## src/rtl/serial_mag_comp.sv

```systemverilog
// Serial MSB-first magnitude comparator: one x/y bit pair per accepted cycle, eq/gt/lt published with a one-cycle done pulse.
// Latency WIDTH+1 edges from start (plus stall cycles); bit_valid low stalls indefinitely, start always restarts.
module serial_mag_comp #(
    parameter int WIDTH = 8
) (
    input  logic clk,
    input  logic rst_n,
    input  logic start,
    input  logic bit_valid,
    input  logic x,
    input  logic y,
    output logic busy,
    output logic done,
    output logic eq,
    output logic gt,
    output logic lt
);

    localparam int CW = $clog2(WIDTH);

    typedef enum logic {IDLE, RUN} state_t;

    state_t        state;
    state_t        state_nxt;
    logic [CW-1:0] cnt;
    logic          decided;
    logic          gt_i;
    logic          lt_i;
    logic          accept;
    logic          last;
    logic          dec_nxt;
    logic          gt_nxt;
    logic          lt_nxt;

    // start outranks a coincident bit, so a restart never consumes that pair
    assign accept = (state == RUN) && bit_valid && !start;
    assign last   = (cnt == CW'(WIDTH - 1));

    // The first differing pair (MSB first) settles the ordering for good
    always_comb begin
        dec_nxt = decided;
        gt_nxt  = gt_i;
        lt_nxt  = lt_i;
        if (!decided && (x != y)) begin
            dec_nxt = 1'b1;
            gt_nxt  = x & ~y;
            lt_nxt  = ~x & y;
        end
    end

    always_ff @(posedge clk or negedge rst_n) begin
        if (!rst_n) begin
            state <= IDLE;
        end else begin
            state <= state_nxt;
        end
    end

    always_comb begin
        state_nxt = state;
        case (state)
            IDLE: if (start) state_nxt = RUN;
            RUN: begin
                if (start) begin
                    state_nxt = RUN;
                end else if (bit_valid && last) begin
                    state_nxt = IDLE;
                end
            end
            default: state_nxt = IDLE;
        endcase
    end

    always_comb begin
        busy = (state == RUN);
    end

    always_ff @(posedge clk or negedge rst_n) begin
        if (!rst_n) begin
            cnt     <= '0;
            decided <= 1'b0;
            gt_i    <= 1'b0;
            lt_i    <= 1'b0;
            done    <= 1'b0;
            eq      <= 1'b0;
            gt      <= 1'b0;
            lt      <= 1'b0;
        end else if (start) begin
            cnt     <= '0;
            decided <= 1'b0;
            gt_i    <= 1'b0;
            lt_i    <= 1'b0;
            done    <= 1'b0;
            eq      <= 1'b0;
            gt      <= 1'b0;
            lt      <= 1'b0;
        end else if (accept) begin
            cnt     <= last ? '0 : cnt + 1'b1;
            decided <= dec_nxt;
            gt_i    <= gt_nxt;
            lt_i    <= lt_nxt;
            done    <= last;
            if (last) begin
                eq <= ~dec_nxt;
                gt <= gt_nxt;
                lt <= lt_nxt;
            end
        end else begin
            done <= 1'b0;
        end
    end

endmodule

```

## config.mk

```make
export PLATFORM = sky130hd
export DESIGN_NAME = serial_mag_comp
export DESIGN_NICKNAME = d
export VERILOG_FILES = /design/src/rtl/serial_mag_comp.sv
export SDC_FILE = /design/constraint.sdc
export NUM_CORES = 1
export LEC_CHECK = 0
export CORE_AREA = 2 2 39 41
export CTS_CLUSTER_DIAMETER = 200
export DETAILED_ROUTE_END_ITERATION = 8
export DIE_AREA = 0 0 41 43
export GPL_TIMING_DRIVEN = 0
export PLACE_DENSITY = 0.7
export REMOVE_ABC_BUFFERS = 1
export SLEW_MARGIN = 10
export SYNTH_ARGS = -nofsm -noshare
export SYNTH_HDL_FRONTEND = slang
export SYNTH_SLANG_ARGS = --single-unit
export TNS_END_PERCENT = 20
```

## constraint.sdc

```tcl
create_clock -name clk -period 1.7 [get_ports clk]
set_input_delay 0.17 -clock clk [delete_from_list [all_inputs] [get_ports clk]]
set_output_delay 0.17 -clock clk [all_outputs]
set_load 0.03 [all_outputs]
```

## Word level (Yosys, flattened, before mapping)

Cells that the tools add are included.

| cells by class | value |
|---|---|
| $add $sub $neg | 1 |
| equal/unequal tests | 2 |
| multiplexer cells | 27 |
| bitwise gates (word level) | 6 |
| reduce and logical (&&, ||, !) cells | 9 |

Operator list:

| operator | number |
|---|---|
| $mux 1 | 23 |
| $mux 3 | 3 |
| $logic_and 1x1->1 | 4 |
| $not 1->1 | 4 |
| $reduce_bool 2->1 | 2 |
| $add 3x1->3 const B | 1 |
| $eq 3x3->1 const B | 1 |
| $and 1x1->1 | 2 |
| $logic_not 1->1 | 2 |
| $pmux 1 s2 | 1 |
| $reduce_and 2->1 | 1 |
| $ne 1x1->1 | 1 |

| word-level totals | value |
|---|---|
| bits in registers | 11 |
| bits of input ports | 6 |
| output and inout port bits | 5 |
| word-level logic and storage cells | 54 |

## Longest topological paths before layout

| depth | value |
|---|---|
| depth after elaboration | 7 |
| gate-level depth with buffers | 5 |
| depth with buffers taken out | 5 |

## Worst setup path before layout

Ideal clock, no wire load.

| timing | value |
|---|---|
| path type | register to register |
| from | register cnt[0] |
| to | register gt |
| setup time | 0.096 ns |
| data arrival time | 1.152 ns |
| required time | 1.604 ns |
| setup slack | 0.453 ns |
| stages on the path, launching flop included | 6 |
| buffers on the path | 0 |
| period minus slack after synthesis | 1.247 ns |
| path through | dfrtp_1 > ha_1 > ha_1 > and3_4 > nor2_1 > a311oi_2 |

| between the ends | value |
|---|---|
| cells in the longest elaborated chain, start to end | 3 |

Ends and longest elaborated chain:

| what | RTL line | RTL |
|---|---|---|
| start, declared | 25 | `logic [CW-1:0] cnt;` |
| start signal, assigned | 98 | `cnt <= last ? '0 : cnt + 1'b1;` |
| $eq 3x3->1 | 37 | `assign last = (cnt == CW'(WIDTH - 1));` |
| $reduce_bool 2->1 (no source line) | - |  |
| $reduce_and 2->1 (no source line) | - |  |
| end signal, assigned | 105 | `gt <= gt_nxt;` |
| end, declared | 15 | `output logic gt,` |

No other way between the ends.
A chain may end at the register's enable or synchronous reset.

## Worst setup path after layout

| timing | value |
|---|---|
| from | register state, in the netlist busy |
| to | output port busy |

RTL lines:

| what | RTL line | RTL |
|---|---|---|
| start, declared | 23 | `state_t state;` |
| start signal, assigned | 55 | `state <= state_nxt;` |
| end, declared | 12 | `output logic busy,` |

No word-level cell between the ends.

==> metrics.cfg <==
[outcome]
status = finished clean

[die]
floorplan.core_area_sq_um = 1380
dieArea_sq_um = 1760
num_rows = 14
die_height_microns = 43
fp.dieW_microns = 41
initial_standard_cell_utilization_of_the_core = 0.394
top_level_ports = 11

[power]
design_power_total_mw = 0.514
pwr_density_cell_nw_per_um2 = 747
total_switching_power_mw = 0.125
cell_internal_pwr_mw = 0.389
leakage_nw = 0.302
share_comb_of_total_power = 0.116
power.clock.fraction = 0.349
vdd_drop_max_mv = 0.499
p_sw_frac = 0.243
power_frac_seq = 0.535

[cts]
number_of_buffers_created_by_cts = 3
post_cts_hold_buffer_count = 0
tritoncts = built
worst_skew_pair.late_latency_ps = 270
h-tree-depth = 1
clock_tree.root_cell = clkbuf_4
clk_pin_slew_worst_paths_ps = 70
cts_resized = 0
cts.repair_timing.setup_buffer_count = 0
cts_sinks = 11
ctsLongestPathBuffers = 2

[critical_path]
startpoint_type_of_the_worst_setup_path = flop
timing.critical_path.fanout_max = 8
crit_path_end_kind = output pin
worstSetupPathType = reg -> out
worst_ep_required_time_ps = 1530
cpMaxStageDelayCell = clkdlybuf4s50_1
cpLargestDelayFamily = buffers and inverters
max_stage_delay_ps = 710
critPathBufInv = 1
cp_cell_sequence = clkdlybuf4s50_1
worst_ep_arrival_time_ps = 1440

[synth]
syn-mean-instance-area_sq_um = 10.5
ys_types = 16
yosys_warnings = 0
synth-seq-cells = 11
postSynthCellCount = 52
ys_seq_area_frac = 0.505
syn-cell-area_sq_um = 546

[timing]
tightestPinTransition_ps = 473
setup_repair_after_global_routing_missed_its_margin = false
timing_max_transition_violations_final = 0
finalCritPeriodShare = 0.945
finClkSkew_ps = 1.84
finalSetupTns_ps = 0
clock.fmax_mhz = 622
worst_slack_ps = 93.1
hold_slack_ps = 223
relSlewSlack = 0.684
final-hold-violation-count = 0
fin_crit_ps = 1610
setup_viol = 0

[final_layout]
mostFrequentLayoutCell = dfrtp_1
final_cell_mix = dfrtp_1 (11), clkdlybuf4s50_1 (10), nor2_1 (9), nand2_1 (7), ha_1 (4)
layout.core_utilization = 0.497
antenna_cells_inserted = 0
postLayoutCellArea_sq_um = 688
multi_input_comb_area_sq_um = 259
ff_latch_area_sq_um = 275
design.final.nets = 76
finish.cell_count_without_fillers = 81
syn_to_final_growth_pct = 26.1
drive_gt1_frac = 0.123
nFillCells = 141

[detailed_routing]
finalWirelength_microns = 909
drt-initial-drc-count = 6
post_drt_via_cell_ratio = 5.05
detail_route.first_pass.iterations = 4
vias = 409
route.detailed.drc = 0
ant_nets = 0
drt-wirelength-per-cell_microns = 11.2

[placement]
place.detailed.hpwl_microns = 680
placed_area_sq_um = 662
gp_routability_congestion = 0.711
buffer_ports.inserted = 10
place_ws_ps = -113
count_of_placed_standard_cells_including_taps = 77

[grt]
vias_in_the_first_global_route = 363
grt_pass1_wl_microns = 1520
grt_overflow = 0
pin_count_of_the_biggest_net_entering_global_routing = 12
number_of_antenna_violations_at_the_first_check_in_global_routing = 0
groute.usage.overall = 0.131

[worst_hold_path]
hold_class = in -> async

[flow_run]
max_cap_viol_count = 0

==> power groups by stage <==
stage,combinational (mW),clock (mW),sequential [mW]
floorplan,0.0325,0,0.279
global placement,0.0590,0,0.280
finish,0.0595,0.179,0.275
detailed placement,0.0605,0,0.280
global route,0.0676,0.203,0.276
CTS,0.0608,0.184,0.275
==> worst paths after layout <==
kind	startpoint	end	slack [ps]	cells past startpoint
setup / recovery	busy$_DFF_PN0_	busy	90	1
hold / removal	rst_n	eq$_DFFE_PN0P_	220	1
setup reg to reg	cnt[0]$_DFFE_PN0P_	gt$_DFFE_PN0P_	370	5
hold reg to reg	eq$_DFFE_PN0P_	eq$_DFFE_PN0P_	520	2
max in group asynchronous	rst_n	busy$_DFF_PN0_	1160	1
min in group clk	eq$_DFFE_PN0P_	eq$_DFFE_PN0P_	520	2
==> Yosys cell counts <==
cell type  instances  area, sq um
mux2i_1            3         30.0
nand3b_1           1         7.51
ha_1               4         50.1
o21ba_2            1         10.0
inv_1              2         7.51
nand2_1            7         26.3
a21oi_1            3         15.0
clkbuf_1           1         3.75
nand3_1            3         15.0
a21o_1             1         7.51
dfrtp_1           11          275
and4bb_2           1         12.5
a311oi_2           2         30.0
o21ai_0            2         10.0
and3_4             1         11.3
nor2_1             9         33.8
==> layout make-up <==
class / instances / area share
clock buffer: 4 / 0.0382
inverter: 2 / 0.0109
multi-input combinational: 38 / 0.376
sequential: 11 / 0.400
tap: 16 / 0.0291
timing repair buffer: 10 / 0.145
==> registers in the layout, summed over array words and instances (netlist names) <==
signal and count:
gt_i 1, gt 1, cnt 3, eq 1, lt 1, lt_i 1, busy 1, done 1
decided 1
==> layer usage <==
layer	global-route usage	routed length [microns]
met4	0.0800	36
met2	0.197	443
met1	0.149	392
met3	0.0471	37
met5	0	0
==> logic make-up (layout without fill, tap and decap cells) <==
family                   count (synthesis)  after routing  synth area share
multiplexers                             3              3            0.0550
adder cells (fa/ha/maj)                  4              4            0.0917
AND/OR/NAND/NOR                         22             22             0.195
flip-flops                              11             11             0.505
AO/OA/AOI/OAI                            9              9             0.133
buffers and inverters                    3             16            0.0206
(Power assumes the default switching activity.)
==> RTL change, RTL diff (config.mk and constraints unchanged) <==
Set the parameter `WIDTH` to 4 (it was 8).
--- a/src/rtl/serial_mag_comp.sv
+++ b/src/rtl/serial_mag_comp.sv
@@ -3,3 +3,3 @@
 module serial_mag_comp #(
-    parameter int WIDTH = 8
+    parameter int WIDTH = 4
 ) (
Function: changed (a bounded check fails within 10 cycles, from zero or initial values and one cycle with rst_n low).
==> RTL change against the original RTL <==
  * Setup slack got worse by 0.00096 ns
  * Synthesized cell count decreased by 13%
  * Maximum frequency about the same
  * Sequential cell count decreased by 1
  * Sequential power decreased by 8.0%
  * Final area decreased by 11%
  * Wire length decreased by 12%
  * Total power decreased by 7.5%
  * Synthesized area decreased by 13%
==> RTL change: results (changes against the original RTL) <==
metric,value,unit,change
ir_drop,0.483,mV,-3.3%
powerComb,66.7,uW,+12%
grt_max_degree,11,,-1
r2r-end,gt_i,,
grt_pass1_wl,1320,um,-14%
slew_headroom,70.2,%,+1.8 points
power.net_switching,113,uW,-9.1%
place_ws,-0.0614,ns,+0.0513 ns
dr_wl_met2,372,um,-16%
grt_use_met1,14.6,%,-0.28 points
p_leak,0.000292,uW,-3.3%
muxShareOfSynthArea,10.5,%,+5.0 points
synth_commonest_cells,"10 x dfrtp_1, 6 x nand2_1, 6 x nor2_1, 5 x mux2i_1, 4 x inv_1",,
largest_register_ffs,2,,-1
drive_above_1_share,8.77,%,-3.5 points
clock_buffers,3,,-1
clock_skew,0.00645,ns,+0.00460 ns
hpwl,616,um,-9.4%
r2r_cells,3,,-2
powerClk,156,uW,-13%
clock_tree_area_fraction,3.67,%,-0.15 points
multi_input_area_share,33.6,%,-4.0 points
topRoutingLayerUsed,met3,,
wl_met1,345,um,-12%
num-nets-final,68,,-11%
inverters,4,,+2
nMultiInputCombCells,30,,-21%
track_usage,11.6,%,-1.5 points
ff2ff_setup_slack,0.57,ns,+0.20 ns
outcome,"complete, no violations",,
==> RTL change: cell types whose count changed after synthesis, sizes merged, moves of 2 or more <==
cell    change
a31oi       +2
a311oi      -2
nand3       -2
inv         +2
a21oi       -2
nor2        -3
mux2i       +2
==> RTL change: worst max path at each step <==
stage          startpoint  endpoint  slack [ns]  depth (start not counted)
2_1_floorplan        busy      gt_i        0.49                          3
3_3_place_gp            y      lt_i       -0.04                          6
3_5_place_dp            y      lt_i       -0.06                          6
4_1_cts              busy      busy        0.08                          1
5_1_grt              busy      busy        0.04                          1
6_report             busy      busy        0.09                          1
==> RTL change: per-stage QoR <==
stage	std cells	area [um2]	setup TNS, ns	util, %	total power (uW)
2_1_floorplan	44	472	0	-	295
3_3_place_gp	70	592	-0.0731	42.8	323
3_5_place_dp	70	592	-0.122	42.8	325
4_1_cts	73	614	0	44.4	483
5_1_grt	73	614	0	44.4	505
6_report	73	614	0	44.4	475
